==> src/rtl/spi_ctrl_pkg.sv <==
// spi_ctrl_pkg
// Shared definitions for the SPI register-write initiator: frame layout,
// field widths, peripheral register map and the controller state encoding.
// No ports.
package spi_ctrl_pkg;

  localparam int FRAME_W   = 16;
  localparam int ADDR_W    = 7;
  localparam int DATA_W    = 8;
  localparam int WRITE_BIT = 15;

  // Register map of the SPI peripheral on the far end of the link.
  localparam logic [ADDR_W-1:0] REG_ADDR_0 = 7'h00;
  localparam logic [ADDR_W-1:0] REG_ADDR_1 = 7'h01;
  localparam logic [ADDR_W-1:0] REG_ADDR_2 = 7'h02;
  localparam logic [ADDR_W-1:0] REG_ADDR_3 = 7'h03;
  localparam logic [ADDR_W-1:0] REG_ADDR_4 = 7'h04;

  typedef enum logic [2:0] {
    ST_IDLE,
    ST_SETUP,
    ST_HIGH,
    ST_LOW,
    ST_HOLD,
    ST_GAP
  } state_t;

  function automatic logic [FRAME_W-1:0] build_frame(
    input logic              write,
    input logic [ADDR_W-1:0] addr,
    input logic [DATA_W-1:0] data
  );
    return {write, addr, data};
  endfunction

endpackage

==> src/rtl/spi_controller_if.sv <==
// spi_controller_if
// Command-side bundle of the SPI initiator.
//   master : command source (drives cmd_valid/cmd_write/cmd_addr/cmd_data)
//   slave  : spi_controller (drives cmd_ready/busy/done/rx_data/rx_valid)
interface spi_controller_if;
  import spi_ctrl_pkg::*;

  logic                cmd_valid;
  logic                cmd_ready;
  logic                cmd_write;
  logic [ADDR_W-1:0]   cmd_addr;
  logic [DATA_W-1:0]   cmd_data;
  logic                busy;
  logic                done;
  logic [FRAME_W-1:0]  rx_data;
  logic                rx_valid;

  modport master (
    output cmd_valid, cmd_write, cmd_addr, cmd_data,
    input  cmd_ready, busy, done, rx_data, rx_valid
  );

  modport slave (
    input  cmd_valid, cmd_write, cmd_addr, cmd_data,
    output cmd_ready, busy, done, rx_data, rx_valid
  );

endinterface

==> src/rtl/spi_clk_gen.sv <==
// spi_clk_gen
// Phase timer for the SPI initiator. Down-counter reloaded with CLK_DIV-1
// whenever the controller changes state; o_phase_end is high on the last
// clk cycle of the current phase.
//   clk, rst_n   : system clock, async active-low reset
//   i_reload     : controller changes state at the next edge
//   o_phase_end  : current phase ends at the next edge
module spi_clk_gen #(
  parameter int CLK_DIV = 4
) (
  input  logic clk,
  input  logic rst_n,
  input  logic i_reload,
  output logic o_phase_end
);

  localparam logic [7:0] RELOAD = 8'(CLK_DIV - 1);

  logic [7:0] r_cnt;

  always_ff @(posedge clk or negedge rst_n) begin
    if (!rst_n) begin
      r_cnt <= RELOAD;
    end else if (i_reload) begin
      r_cnt <= RELOAD;
    end else if (r_cnt != 8'd0) begin
      r_cnt <= r_cnt - 8'd1;
    end
  end

  assign o_phase_end = (r_cnt == 8'd0);

endmodule

==> src/rtl/spi_controller.sv <==
// spi_controller
// SPI mode-0 initiator that serialises 16-bit register-write frames
// {write, addr[6:0], data[7:0]} MSB first. All SPI timing derives from clk.
//   clk, rst_n : system clock, async active-low reset
//   cmd        : spi_controller_if.slave (valid/ready command, busy, done, rx)
//   sclk, ncs  : SPI clock (idle low) and chip select (active low)
//   copi, cipo : serial data out / in
// Build option: define SPI_CTRL_CIPO_EN to capture cipo into rx_data;
// otherwise cipo is ignored and rx_data/rx_valid are tied to zero.
//
// state | meaning
// IDLE  | cmd_ready high, waiting for a handshake
// SETUP | ncs low, copi = bit 15, sclk low for one phase
// HIGH  | sclk high for one phase (receiver samples here)
// LOW   | sclk low for one phase, copi advanced on entry
// HOLD  | sclk low, copi holds bit 0 for one phase before ncs rises
// GAP   | ncs high for CS_GAP cycles, done pulsed on entry
module spi_controller
  import spi_ctrl_pkg::*;
#(
  parameter int CLK_DIV = 4,
  parameter int CS_GAP  = 8
) (
  input  logic             clk,
  input  logic             rst_n,
  spi_controller_if.slave  cmd,
  output logic             sclk,
  output logic             ncs,
  output logic             copi,
  input  logic             cipo
);

  localparam logic [15:0] GAP_LOAD = 16'(CS_GAP - 1);

  state_t              r_state;
  logic [FRAME_W-1:0]  r_shift;
  logic [3:0]          r_bits;
  logic [15:0]         r_gap_cnt;
  logic                r_sclk;
  logic                r_ncs;
  logic                r_copi;
  logic                r_ready;
  logic                r_busy;
  logic                r_done;

  logic w_phase_end;
  logic w_accept;
  logic w_reload;

  assign w_accept = cmd.cmd_valid & r_ready;
  // Every timed phase restarts the divider; GAP has its own counter.
  assign w_reload = w_accept |
                    (w_phase_end & ((r_state == ST_SETUP) | (r_state == ST_HIGH) |
                                    (r_state == ST_LOW)   | (r_state == ST_HOLD)));

  spi_clk_gen #(.CLK_DIV(CLK_DIV)) u_clk_gen (
    .clk         (clk),
    .rst_n       (rst_n),
    .i_reload    (w_reload),
    .o_phase_end (w_phase_end)
  );

  always_ff @(posedge clk or negedge rst_n) begin
    if (!rst_n) begin
      r_state   <= ST_IDLE;
      r_shift   <= '0;
      r_bits    <= 4'd0;
      r_gap_cnt <= 16'd0;
      r_sclk    <= 1'b0;
      r_ncs     <= 1'b1;
      r_copi    <= 1'b0;
      r_ready   <= 1'b1;
      r_busy    <= 1'b0;
      r_done    <= 1'b0;
    end else begin
      r_done <= 1'b0;
      case (r_state)
        ST_IDLE: begin
          if (w_accept) begin
            r_state <= ST_SETUP;
            r_shift <= build_frame(cmd.cmd_write, cmd.cmd_addr, cmd.cmd_data);
            r_bits  <= 4'd15;
            r_ncs   <= 1'b0;
            r_sclk  <= 1'b0;
            r_copi  <= cmd.cmd_write;
            r_ready <= 1'b0;
            r_busy  <= 1'b1;
          end
        end
        ST_SETUP: begin
          if (w_phase_end) begin
            r_state <= ST_HIGH;
            r_sclk  <= 1'b1;
          end
        end
        ST_HIGH: begin
          if (w_phase_end) begin
            r_sclk <= 1'b0;
            // r_bits counts rises still to come after this one
            if (r_bits != 4'd0) begin
              r_state <= ST_LOW;
              r_bits  <= r_bits - 4'd1;
              r_shift <= {r_shift[FRAME_W-2:0], 1'b0};
              r_copi  <= r_shift[FRAME_W-2];
            end else begin
              r_state <= ST_HOLD;
            end
          end
        end
        ST_LOW: begin
          if (w_phase_end) begin
            r_state <= ST_HIGH;
            r_sclk  <= 1'b1;
          end
        end
        ST_HOLD: begin
          if (w_phase_end) begin
            r_ncs  <= 1'b1;
            r_copi <= 1'b0;
            r_done <= 1'b1;
            // Ready is raised one edge early so the next handshake lands
            // exactly CS_GAP cycles after ncs rises.
            if (CS_GAP == 1) begin
              r_state <= ST_IDLE;
              r_ready <= 1'b1;
              r_busy  <= 1'b0;
            end else begin
              r_state   <= ST_GAP;
              r_gap_cnt <= GAP_LOAD;
            end
          end
        end
        ST_GAP: begin
          r_gap_cnt <= r_gap_cnt - 16'd1;
          if (r_gap_cnt == 16'd1) begin
            r_state <= ST_IDLE;
            r_ready <= 1'b1;
            r_busy  <= 1'b0;
          end
        end
        default: begin
          r_state <= ST_IDLE;
        end
      endcase
    end
  end

  assign sclk          = r_sclk;
  assign ncs           = r_ncs;
  assign copi          = r_copi;
  assign cmd.cmd_ready = r_ready;
  assign cmd.busy      = r_busy;
  assign cmd.done      = r_done;

`ifdef SPI_CTRL_CIPO_EN
  logic               r_cipo_s1;
  logic               r_cipo_s2;
  logic [FRAME_W-1:0] r_rx_shift;
  logic [FRAME_W-1:0] r_rx_data;

  always_ff @(posedge clk or negedge rst_n) begin
    if (!rst_n) begin
      r_cipo_s1 <= 1'b0;
      r_cipo_s2 <= 1'b0;
    end else begin
      r_cipo_s1 <= cipo;
      r_cipo_s2 <= r_cipo_s1;
    end
  end

  // Sample on the last cycle of HIGH: the peripheral changed cipo on the
  // preceding falling edge, long enough ago to have cleared the synchroniser.
  always_ff @(posedge clk or negedge rst_n) begin
    if (!rst_n) begin
      r_rx_shift <= '0;
      r_rx_data  <= '0;
    end else begin
      if (w_accept) begin
        r_rx_shift <= '0;
      end else if ((r_state == ST_HIGH) && w_phase_end) begin
        r_rx_shift <= {r_rx_shift[FRAME_W-2:0], r_cipo_s2};
      end
      if ((r_state == ST_HOLD) && w_phase_end) begin
        r_rx_data <= r_rx_shift;
      end
    end
  end

  assign cmd.rx_data  = r_rx_data;
  assign cmd.rx_valid = r_done;
`else
  logic w_unused_cipo;
  assign w_unused_cipo = cipo;
  assign cmd.rx_data   = '0;
  assign cmd.rx_valid  = 1'b0;
`endif

endmodule

==> src/flat_wrapper.sv <==
// flat-port wrapper written by rule: the top's interface ports become plain ports
module spi_controller_flat import spi_ctrl_pkg::*;
#(
  parameter int CLK_DIV = 4,
  parameter int CS_GAP  = 8
)
  (clk, rst_n, sclk, ncs, copi, cipo, cmd_cmd_valid, cmd_cmd_write, cmd_cmd_addr, cmd_cmd_data, cmd_cmd_ready, cmd_busy, cmd_done, cmd_rx_data, cmd_rx_valid);
  spi_controller_if cmd_i ();
  input  logic clk;
  input  logic rst_n;
  output logic sclk;
  output logic ncs;
  output logic copi;
  input  logic cipo;
  input wire logic [$bits(cmd_i.cmd_valid)-1:0] cmd_cmd_valid;
  input wire logic [$bits(cmd_i.cmd_write)-1:0] cmd_cmd_write;
  input wire logic [$bits(cmd_i.cmd_addr)-1:0] cmd_cmd_addr;
  input wire logic [$bits(cmd_i.cmd_data)-1:0] cmd_cmd_data;
  output wire logic [$bits(cmd_i.cmd_ready)-1:0] cmd_cmd_ready;
  output wire logic [$bits(cmd_i.busy)-1:0] cmd_busy;
  output wire logic [$bits(cmd_i.done)-1:0] cmd_done;
  output wire logic [$bits(cmd_i.rx_data)-1:0] cmd_rx_data;
  output wire logic [$bits(cmd_i.rx_valid)-1:0] cmd_rx_valid;
  assign cmd_i.cmd_valid = cmd_cmd_valid;
  assign cmd_i.cmd_write = cmd_cmd_write;
  assign cmd_i.cmd_addr = cmd_cmd_addr;
  assign cmd_i.cmd_data = cmd_cmd_data;
  assign cmd_cmd_ready = cmd_i.cmd_ready;
  assign cmd_busy = cmd_i.busy;
  assign cmd_done = cmd_i.done;
  assign cmd_rx_data = cmd_i.rx_data;
  assign cmd_rx_valid = cmd_i.rx_valid;
  spi_controller #(.CLK_DIV(CLK_DIV), .CS_GAP(CS_GAP)) u_core (.clk(clk), .rst_n(rst_n), .cmd(cmd_i), .sclk(sclk), .ncs(ncs), .copi(copi), .cipo(cipo));
endmodule
==> config.mk <==
export PLATFORM = sky130hd
export DESIGN_NAME = spi_controller_flat
export DESIGN_NICKNAME = d
export VERILOG_FILES = /design/src/rtl/spi_ctrl_pkg.sv /design/src/rtl/spi_controller_if.sv /design/src/rtl/spi_clk_gen.sv /design/src/rtl/spi_controller.sv /design/src/flat_wrapper.sv
export SDC_FILE = /design/constraint.sdc
export NUM_CORES = 1
export LEC_CHECK = 0
export ABC_AREA = 1
export CAP_MARGIN = 5
export CORE_MARGIN = 1
export CORE_UTILIZATION = 50
export CTS_BUF_LIST = sky130_fd_sc_hd__clkbuf_4
export DETAILED_ROUTE_END_ITERATION = 10
export GPL_ROUTABILITY_DRIVEN = 0
export GPL_TIMING_DRIVEN = 0
export PLACE_DENSITY = 0.81
export RECOVER_POWER = 50
export SYNTH_ARGS = -nofsm -noshare
export SYNTH_HDL_FRONTEND = slang
export SYNTH_SLANG_ARGS = --single-unit
export TNS_END_PERCENT = 1
==> constraint.sdc <==
create_clock -name clk -period 3 [get_ports clk]
set_clock_uncertainty 0.05 [all_clocks]
set_input_delay 0.3 -clock clk [delete_from_list [all_inputs] [get_ports clk]]
set_output_delay 0.3 -clock clk [all_outputs]
set_load 0.005 [all_outputs]
# ---- Word-level counts from Yosys, hierarchy flattened
# Index checks and enable logic that the tools add are counted.
dict set report op_classes {
  addsub 3
  eq_ne 12
  mux 35
  bitwise 6
  n_reduce_logical 19
}
# op n
set ops {}
lappend ops {{15-bit 2-to-1 mux} 3}
lappend ops {{16-bit one-hot mux with 2 select lines} 1}
lappend ops {{15-bit one-hot mux with 2 select lines} 1}
lappend ops {{3-bit 2-to-1 mux} 6}
lappend ops {{16-bit by 1-bit equality test with 1-bit output (second input constant)} 1}
lappend ops {{16-bit 2-to-1 mux} 1}
lappend ops {{8-bit 2-to-1 mux} 2}
lappend ops {{16-bit by 1-bit subtractor with 16-bit output (second input constant)} 1}
lappend ops {{3-bit one-hot mux with 5 select lines} 1}
lappend ops {{4-bit 2-to-1 mux} 3}
lappend ops {{1-bit 2-to-1 mux} 11}
lappend ops {{2-bit by 1-bit inequality test with 1-bit output (second input constant)} 5}
lappend ops {{5-bit AND reduction} 2}
lappend ops {{2-bit nonzero test} 5}
lappend ops {{8-bit logical NOT} 1}
lappend ops {{4-bit one-hot mux with 2 select lines} 1}
lappend ops {{4-bit AND reduction} 2}
lappend ops {{8-bit nonzero test} 1}
lappend ops {{8-bit by 1-bit subtractor with 8-bit output (second input constant)} 1}
lappend ops {{3-bit by 2-bit equality test with 1-bit output (second input constant)} 2}
lappend ops {{3-bit equality test (second input constant)} 2}
lappend ops {{1-bit one-hot mux with 2 select lines} 3}
lappend ops {{1-bit one-hot mux with 3 select lines} 2}
lappend ops {{3-bit AND reduction} 2}
lappend ops {{other kinds (10)} 15}
dict set report word_totals {
  register_bits 52
  inputBits 20
}

# ---- Logic depth before layout (Yosys ltp)
# Gate-level depths: netlist of run 1.
dict set report depth {
  ltp_word 7
  depth_mapped 12
  mapped_depth_nobuf 12
}

# ---- Hierarchy
# A second synthesis of run 1 with hierarchy kept.
dict set report unflattened {
  hier_cells 423
  area_unflattened_um2 3100.5
}
# mod n_inst cells_each area_per_inst_um2 seq_area_each_um2
set by_module_without_submodules {}
lappend by_module_without_submodules {spi_controller 1 364 2605.0 1103.6}
lappend by_module_without_submodules {spi_clk_gen 1 59 495.5 202.7}

# ---- Worst setup path after synthesis of run 1
# OpenSTA, ideal clock, no wires.
dict set report synth_timing {
  path_kind {reg2reg}
  from {register u_core.u_clk_gen.r_cnt[0]}
  to {register u_core.r_bits[2]}
  setup_ns 0.074
  arrival_ns 1.522
  setup_slack_ns 1.354
  stages_incl_launch_ff 11
  path_buffers 1
  cell_sequence {dfstp_2 -> inv_1 -> ha_1 -> nand2_1 -> nor2_8 -> nor2_4 -> nor2_8 -> nand2_4 -> buf_6 -> nand2_1 -> o21ai_2}
}
dict set report synth_via {
  elab_chain_len 3
}
# item line
set synth_lines {}
lappend synth_lines {{start: declaration} spi_clk_gen.sv:19} ;# logic [7:0] r_cnt;
lappend synth_lines {{start signal: assignment} spi_clk_gen.sv:27} ;# r_cnt <= r_cnt - 8'd1;
lappend synth_lines {{8-bit logical NOT} spi_clk_gen.sv:31} ;# assign o_phase_end = (r_cnt == 8'd0);
lappend synth_lines {{2-bit by 1-bit inequality test with 1-bit output (no source line)} n/a}
lappend synth_lines {{4-bit AND reduction (no source line)} n/a}
lappend synth_lines {{end signal: assignment} spi_controller.sv:102} ;# r_bits <= r_bits - 4'd1;
lappend synth_lines {{end: declaration} spi_controller.sv:37} ;# logic [3:0] r_bits;
# Every way passes these cells.
# A chain may end at the register's enable or synchronous reset.

# ---- Worst setup path in the final report of run 1
dict set report layout_timing {
  from {register u_core.u_clk_gen.r_cnt[0]}
  to {register u_core.r_sclk (netlist: u_core.sclk)}
}
dict set report layout_via {
  elab_chain_len 3
  elab_cells_between_ends 4
  cone_classes {eq/ne (2); reduce/logical (2)}
}
# item line
set layout_lines {}
lappend layout_lines {{8-bit logical NOT *} spi_clk_gen.sv:31}
lappend layout_lines {{2-bit by 1-bit inequality test with 1-bit output (no source line)} n/a}
lappend layout_lines {{4-bit AND reduction (no source line) *} n/a}
lappend layout_lines {{end signal: assignment} spi_controller.sv:69} ;# r_sclk <= 1'b0;
lappend layout_lines {{end signal: assignment} spi_controller.sv:84} ;# r_sclk <= 1'b0;
lappend layout_lines {{end signal: assignment} spi_controller.sv:93} ;# r_sclk <= 1'b1;
lappend layout_lines {{end: declaration} spi_controller.sv:39} ;# logic r_sclk;
# Mark *: on every way between the ends. The rest lies on a longest branch, timed or not.

==> flow_summary.toml, run 1 <==
[routing]
postRouteAntennaNets = 0
wirelength_um = 6050
via_per_inst = 4.98
drc = 0
drtIter0Drc = 137
routed-via-count = 2581
wl_per_cell_um = 11.7
first_pass_iters = 7

[die]
die_w_um = 79.7
die_y_um = 79.7
io_pins = 43
coreArea_mm2 = 0.00568
initial_core_util_pct = 53.2
rows = 27
die-area_mm2 = 0.00636

[placed_design]
placed_cell_area_mm2 = 0.00343
dpl.cell_count = 509
dp_slack_ns = 1.20
io_buffers = 24
dp_hpwl_um = 4510

[timing]
hold_viol_final = 0
timing.fmax_mhz = 530
relSlewSlack_pct = -1.26
period_share_pct = 62.9
finalSetupViolCount = 0
post-route-min-period_ns = 1.89
whs_ns = 0.399
maxSlewViolCount = 27
setup_ws_ns = 1.11
tns_ns = 0
rsz0062_at_grt = "no"
worstMarginPinSlew_ns = 1.52

[power]
p_leak_nw = 1.90
power_frac_comb_pct = 54.4
ir_drop_uv = 456
total_power_mw = 3.37
p_switching_mw = 1.55
seq_power_share_pct = 36.0
pwr-share-clk_pct = 9.6
intPower_mw = 1.82
p_sw_share_pct = 45.9
powerDensity_mw_per_mm2 = 966

[critical_path]
critical_path_required_ns = 3.24
start_kind = "flip-flop"
r2r_slack_ns = 1.11
path_class = "flip-flop to flip-flop"
arrival_ns = 2.13
cp_max_fo = 9
end_kind = "flip-flop"

[clocking]
root_buffer = "clkbuf_4"
insertion_delay_ns = 0.38
numCtsBuffers = 5
clock_path_buffers = 2
clkSinkCount = 52
h-tree-depth = 2
cts_setup_buffers = 0
cts_tree = "done"
clk_pin_slew_ns = 0.15

[grt]
grtUsageTotal_pct = 21.3
grt_overflow = 0
grt_pass1_wl_um = 10400
grt_max_degree = 28
antenna_found_initial = 0
grt_pass1_vias = 2340

[synthesis]
synth_edf_count = 0
netlist_area_mm2 = 0.00302
synthArstFlopShare_pct = 100
synthCells = 396
synth_top_area_cell = "dfrtp_1"
synth_cell_type_count = 36
syn_avg_cell_area_um2 = 7.63
ys_seq_area_share_pct = 43.2
synth_area_leaders = "dfrtp_1, nand2_1, nor2_1, inv_1, buf_4"
ys_ff_latch = 52
ys.flop_type = "dfrtp_1"
yosys.area.top_type_share_pct = 39.8
yosysWarnings = 0

[cells_and_area]
utilization_pct = 61.5
final-instance-count-excl-fill = 518
final_area_mm2 = 0.00349
insertedDiodeCount = 0
drive_above_1_share_pct = 13.5
area_growth_pct = 15.4
final_nets = 470

[run_status]
status = "finished with violations"
violations = "max-capacitance violations, max-slew violations"

[hold_path]
hp-class = "primary input to flip-flop"

[flow_run]
max-cap-violations = 1
## worst max-delay path: stages (launching register included)
cell,delay (ns)
dfstp_2,0.57
inv_1,0.07
ha_1,0.22
nand2_1,0.07
nor2_1,0.04
nand2_1,0.27
nand3_1,0.21
nand3_1,0.16
nand2_1,0.07
o21ai_0,0.09
## power groups by stage
stage,sequential (mW),clock [mW],combinational [mW]
after floorplan,1.18,0,1.43
after global placement,1.21,0,1.76
after detailed placement,1.22,0,1.83
after CTS,1.21,0.329,1.84
after global routing,1.25,0.351,2.11
final,1.21,0.322,1.83
## per-layer routing
layer	wire [µm]	track usage, %	vias to the layer above
li1	-	-	1310
met1	2830	28.6	1196
met2	2860	34.3	65
met3	262	3.66	10
met4	102	8.57	0
met5	0	0	-
## cell usage after synthesis (4+ instances only)
master	count
nand2_1	126
dfrtp_1	48
nor2_1	42
inv_1	38
nand3_1	27
o21ai_0	23
buf_4	18
a21oi_1	6
nor3_1	6
ha_1	5
nand4_1	5
xor2_1	5
buf_2	4
dfstp_2	4
inv_2	4
nor2_4	4
o21ai_2	4
## registers in the layout, indices dropped and copies added, names as in the netlist
signal / count
u_core.cmd.busy: 1
u_core.cmd.cmd_ready: 1
u_core.cmd.done: 1
u_core.copi: 1
u_core.ncs: 1
u_core.r_bits: 4
u_core.r_gap_cnt: 16
u_core.r_shift: 15
u_core.r_state: 3
u_core.sclk: 1
u_core.u_clk_gen.r_cnt: 8
## cell usage in the layout, fill, tap and decap left out, types with 5 or more instances in the layout
cell type	n
nand3_1	27
ha_1	5
buf_4	18
nand2_1	127
nor2_1	42
dfrtp_1	48
o21ai_0	23
clkdlybuf4s50_1	22
inv_1	38
xor2_1	5
clkbuf_4	7
a21oi_1	6
nor3_1	6
conb_1	17
nand4_1	5
## layout make-up
| type | instances | area [µm²] |
|---|---|---|
| Buffer | 25 | 180 |
| Timing Repair Buffer | 26 | 264 |
| Clock inverter | 1 | 3.75 |
| Clock buffer | 7 | 52.6 |
| Inverter | 42 | 158 |
| Tap cell | 72 | 90.1 |
| Multi-Input combinational cell | 293 | 1430 |
| Sequential cell | 52 | 1310 |
| Fill cell | 510 | 2190 |
## repair_timing
action	CTS	global route
resized for setup	0	0
endpoints found under the hold margin	25	0
hold buffers	1	0
## cells by family after synthesis
logic type | Yosys count | synth area share, %
adders and majority gates | 5 | 2.07
buffers and inverters | 67 | 11.2
DFF | 52 | 43.2
xor gates and xnor gates | 7 | 2.03
and+or+nand+nor | 227 | 34.2
other | 1 | 0.124
AOI/OAI and AO/OA | 37 | 7.08
## final timing paths
check | start | endpoint | depth (start not counted)
setup / recovery | u_core.u_clk_gen.r_cnt[0] | u_core.sclk | 9
hold / removal | cmd_cmd_data[0] | u_core.r_shift[0] | 3
setup reg to reg | u_core.u_clk_gen.r_cnt[0] | u_core.sclk | 9
hold reg to reg | u_core.r_gap_cnt[8] | u_core.r_gap_cnt[8] | 1
max in group asynchronous | rst_n | u_core.u_clk_gen.r_cnt[0] | 3
min in group asynchronous | rst_n | u_core.r_state[0] | 2
(Power assumes the default switching activity.)
==> run 2, diff against run 1 <==
==> constraint.sdc (replaced) <==
create_clock -name clk -period 1.86 [get_ports clk]
set_clock_uncertainty 0.05 [all_clocks]
set_input_delay 0.186 -clock clk [delete_from_list [all_inputs] [get_ports clk]]
set_output_delay 0.186 -clock clk [all_outputs]
set_load 0.005 [all_outputs]
==> run 2 against run 1 <==
  * The flow now finishes without violations
  * Via count down 0.12%
  * Largest power group unchanged
  * Die area unchanged
  * Largest cell class unchanged
  * First-iteration DRC count is 26% lower
  * Power increased by 63%
  * Hold slack worse by 0.11 ns
  * Non-clock buffer count stayed put
  * Clock-buffer cell count stayed put
  * Critical path type unchanged
==> flow_summary.toml, run 2 (synthesized netlist as in run 1, its figures left out) <==
[clocking]
clock_path_buffers = 2
root_buffer = "clkbuf_4"
cts_tree = "done"
cts_setup_buffers = 0
numCtsBuffers = 5
clkSinkCount = 52
h-tree-depth = 2
clk_pin_slew_ns = 0.15
insertion_delay_ns = 0.38

[placed_design]
placed_cell_area_mm2 = 0.00343
io_buffers = 24
dp_hpwl_um = 4510
dp_slack_ns = 0.0622
dpl.cell_count = 509

[timing]
tns_ns = 0
whs_ns = 0.286
period_share_pct = 94.7
finalSetupViolCount = 0
timing.fmax_mhz = 568
rsz0062_at_grt = "yes"
worstMarginPinSlew_ns = 0.663
post-route-min-period_ns = 1.76
relSlewSlack_pct = 55.8
setup_ws_ns = 0.0993
maxSlewViolCount = 0
hold_viol_final = 0

[cells_and_area]
insertedDiodeCount = 0
largestRegisters = "u_core.r_gap_cnt x16, u_core.r_shift x15, u_core.u_clk_gen.r_cnt x8"
regMostFlops = "u_core.r_gap_cnt"
final-instance-count-excl-fill = 518
fillers = 507
final_cell_mix = "nand2_1, dfrtp_1, nor2_1, inv_1, nand3_1"
final_area_mm2 = 0.00350
area_growth_pct = 15.8
drive_above_1_share_pct = 15.2
utilization_pct = 61.7
layout_commonest_cell = "nand2_1"
largest_register_ff_count = 16
final_nets = 470

[hold_path]
hp-start = "cmd_cmd_data[0]"
hp-class = "primary input to flip-flop"

[power]
ir_drop_uv = 743
total_power_mw = 5.48
p_leak_nw = 1.91
powerDensity_mw_per_mm2 = 1570

[grt]
grtUsageTotal_pct = 21.3
top_usage_layer = "met2"
grt_max_degree = 28
antenna_found_initial = 0
grt_pass1_wl_um = 10400
use_met2_pct = 34.3
grt_pass1_vias = 2340
gr-usage-met1_pct = 28.6
gr-usage-met3_pct = 3.66
grt_overflow = 0

[critical_path]
crit_top_cell = "nor2_8"
crit_buf_inv = 2
crit_chain = "inv_1, ha_1, nand2_2, nor2_8, nor2_4, nor2_8, nand2_4, buf_8, nand2_1, o21ai_2"
arrival_ns = 2.02
critPathLaunch = "u_core.u_clk_gen.r_cnt[0]"
critical_path_required_ns = 2.12
slowest_stage = "dfstp_2"
critPathMaxStageDelay_ns = 0.57
start_kind = "flip-flop"
cp_max_fo = 10
reg2reg_from = "u_core.u_clk_gen.r_cnt[0]"
crit_family = "simple AND/OR/NAND/NOR gates"
worst-r2r-cell-count = 10
endpoint = "u_core.r_bits[2]"
r2r_slack_ns = 0.1
path_class = "flip-flop to flip-flop"
end_kind = "flip-flop"
reg2reg_to = "u_core.r_bits[2]"
cp.depth = 10

[routing]
via_per_inst = 4.98
wl_per_cell_um = 11.7
drc = 0
drtIter0Drc = 101
wirelength_um = 6070
first_pass_iters = 4
postRouteAntennaNets = 0
routed-via-count = 2578

[flow_run]
max-cap-violations = 0

[die]
rows = 27
die_y_um = 79.7
io_pins = 43
die_w_um = 79.7
initial_core_util_pct = 53.2
coreArea_mm2 = 0.00568
die-area_mm2 = 0.00636

[run_status]
status = "finished clean"
run 2: tightest hold or removal path, cell delays in order:
cell	delay, ns
clkdlybuf4s50_1	0.40
nand2_1	0.07
nand2_1	0.05
run 2: worst min-delay path by stage:
stage                               endpoint  slack [ns]  depth (start not counted)
final                      u_core.r_shift[0]        0.29                          3
after detailed placement     u_core.cmd.done        0.20                          1
after floorplan              u_core.cmd.busy       -0.16                          0
after global placement    u_core.r_shift[11]        0.40                          2
after global routing       u_core.r_shift[0]        0.30                          3
after CTS                  u_core.r_shift[0]        0.29                          3
run 2: layout make-up:
type                    instances  area (µm²)  share of cell area, %
clock buffers                   7        52.6                   1.50
inverters                      42         160                   4.58
plain buffers                  25         185                   5.29
clock inverters                 1        3.75                  0.107
well taps                      72        90.1                   2.57
repair buffers                 26         250                   7.15
multi-input cells             293        1450                   41.5
flip-flops and latches         52        1310                   37.3
run 2: layer usage:
metal  routed length, µm  up-vias
met5                   0        -
met4                  97        0
met3                 260        8
met2                2850       68
met1                2860     1196
li1                    -     1306
run 2: report_power, final:
group	switching [mW]	internal (mW)	total (mW)
clock network	0.343	0.175	0.519
registers	0.342	1.62	1.96
logic	1.83	1.16	3.00
total	2.52	2.96	5.48
run 2: what timing repair did:
action | 4_1_cts | 5_1_grt
endpoints found under the setup margin | 0 | 18
hold buffers | 1 | 0
gates resized for setup | 0 | 7
hold endpoints to repair | 25 | 0
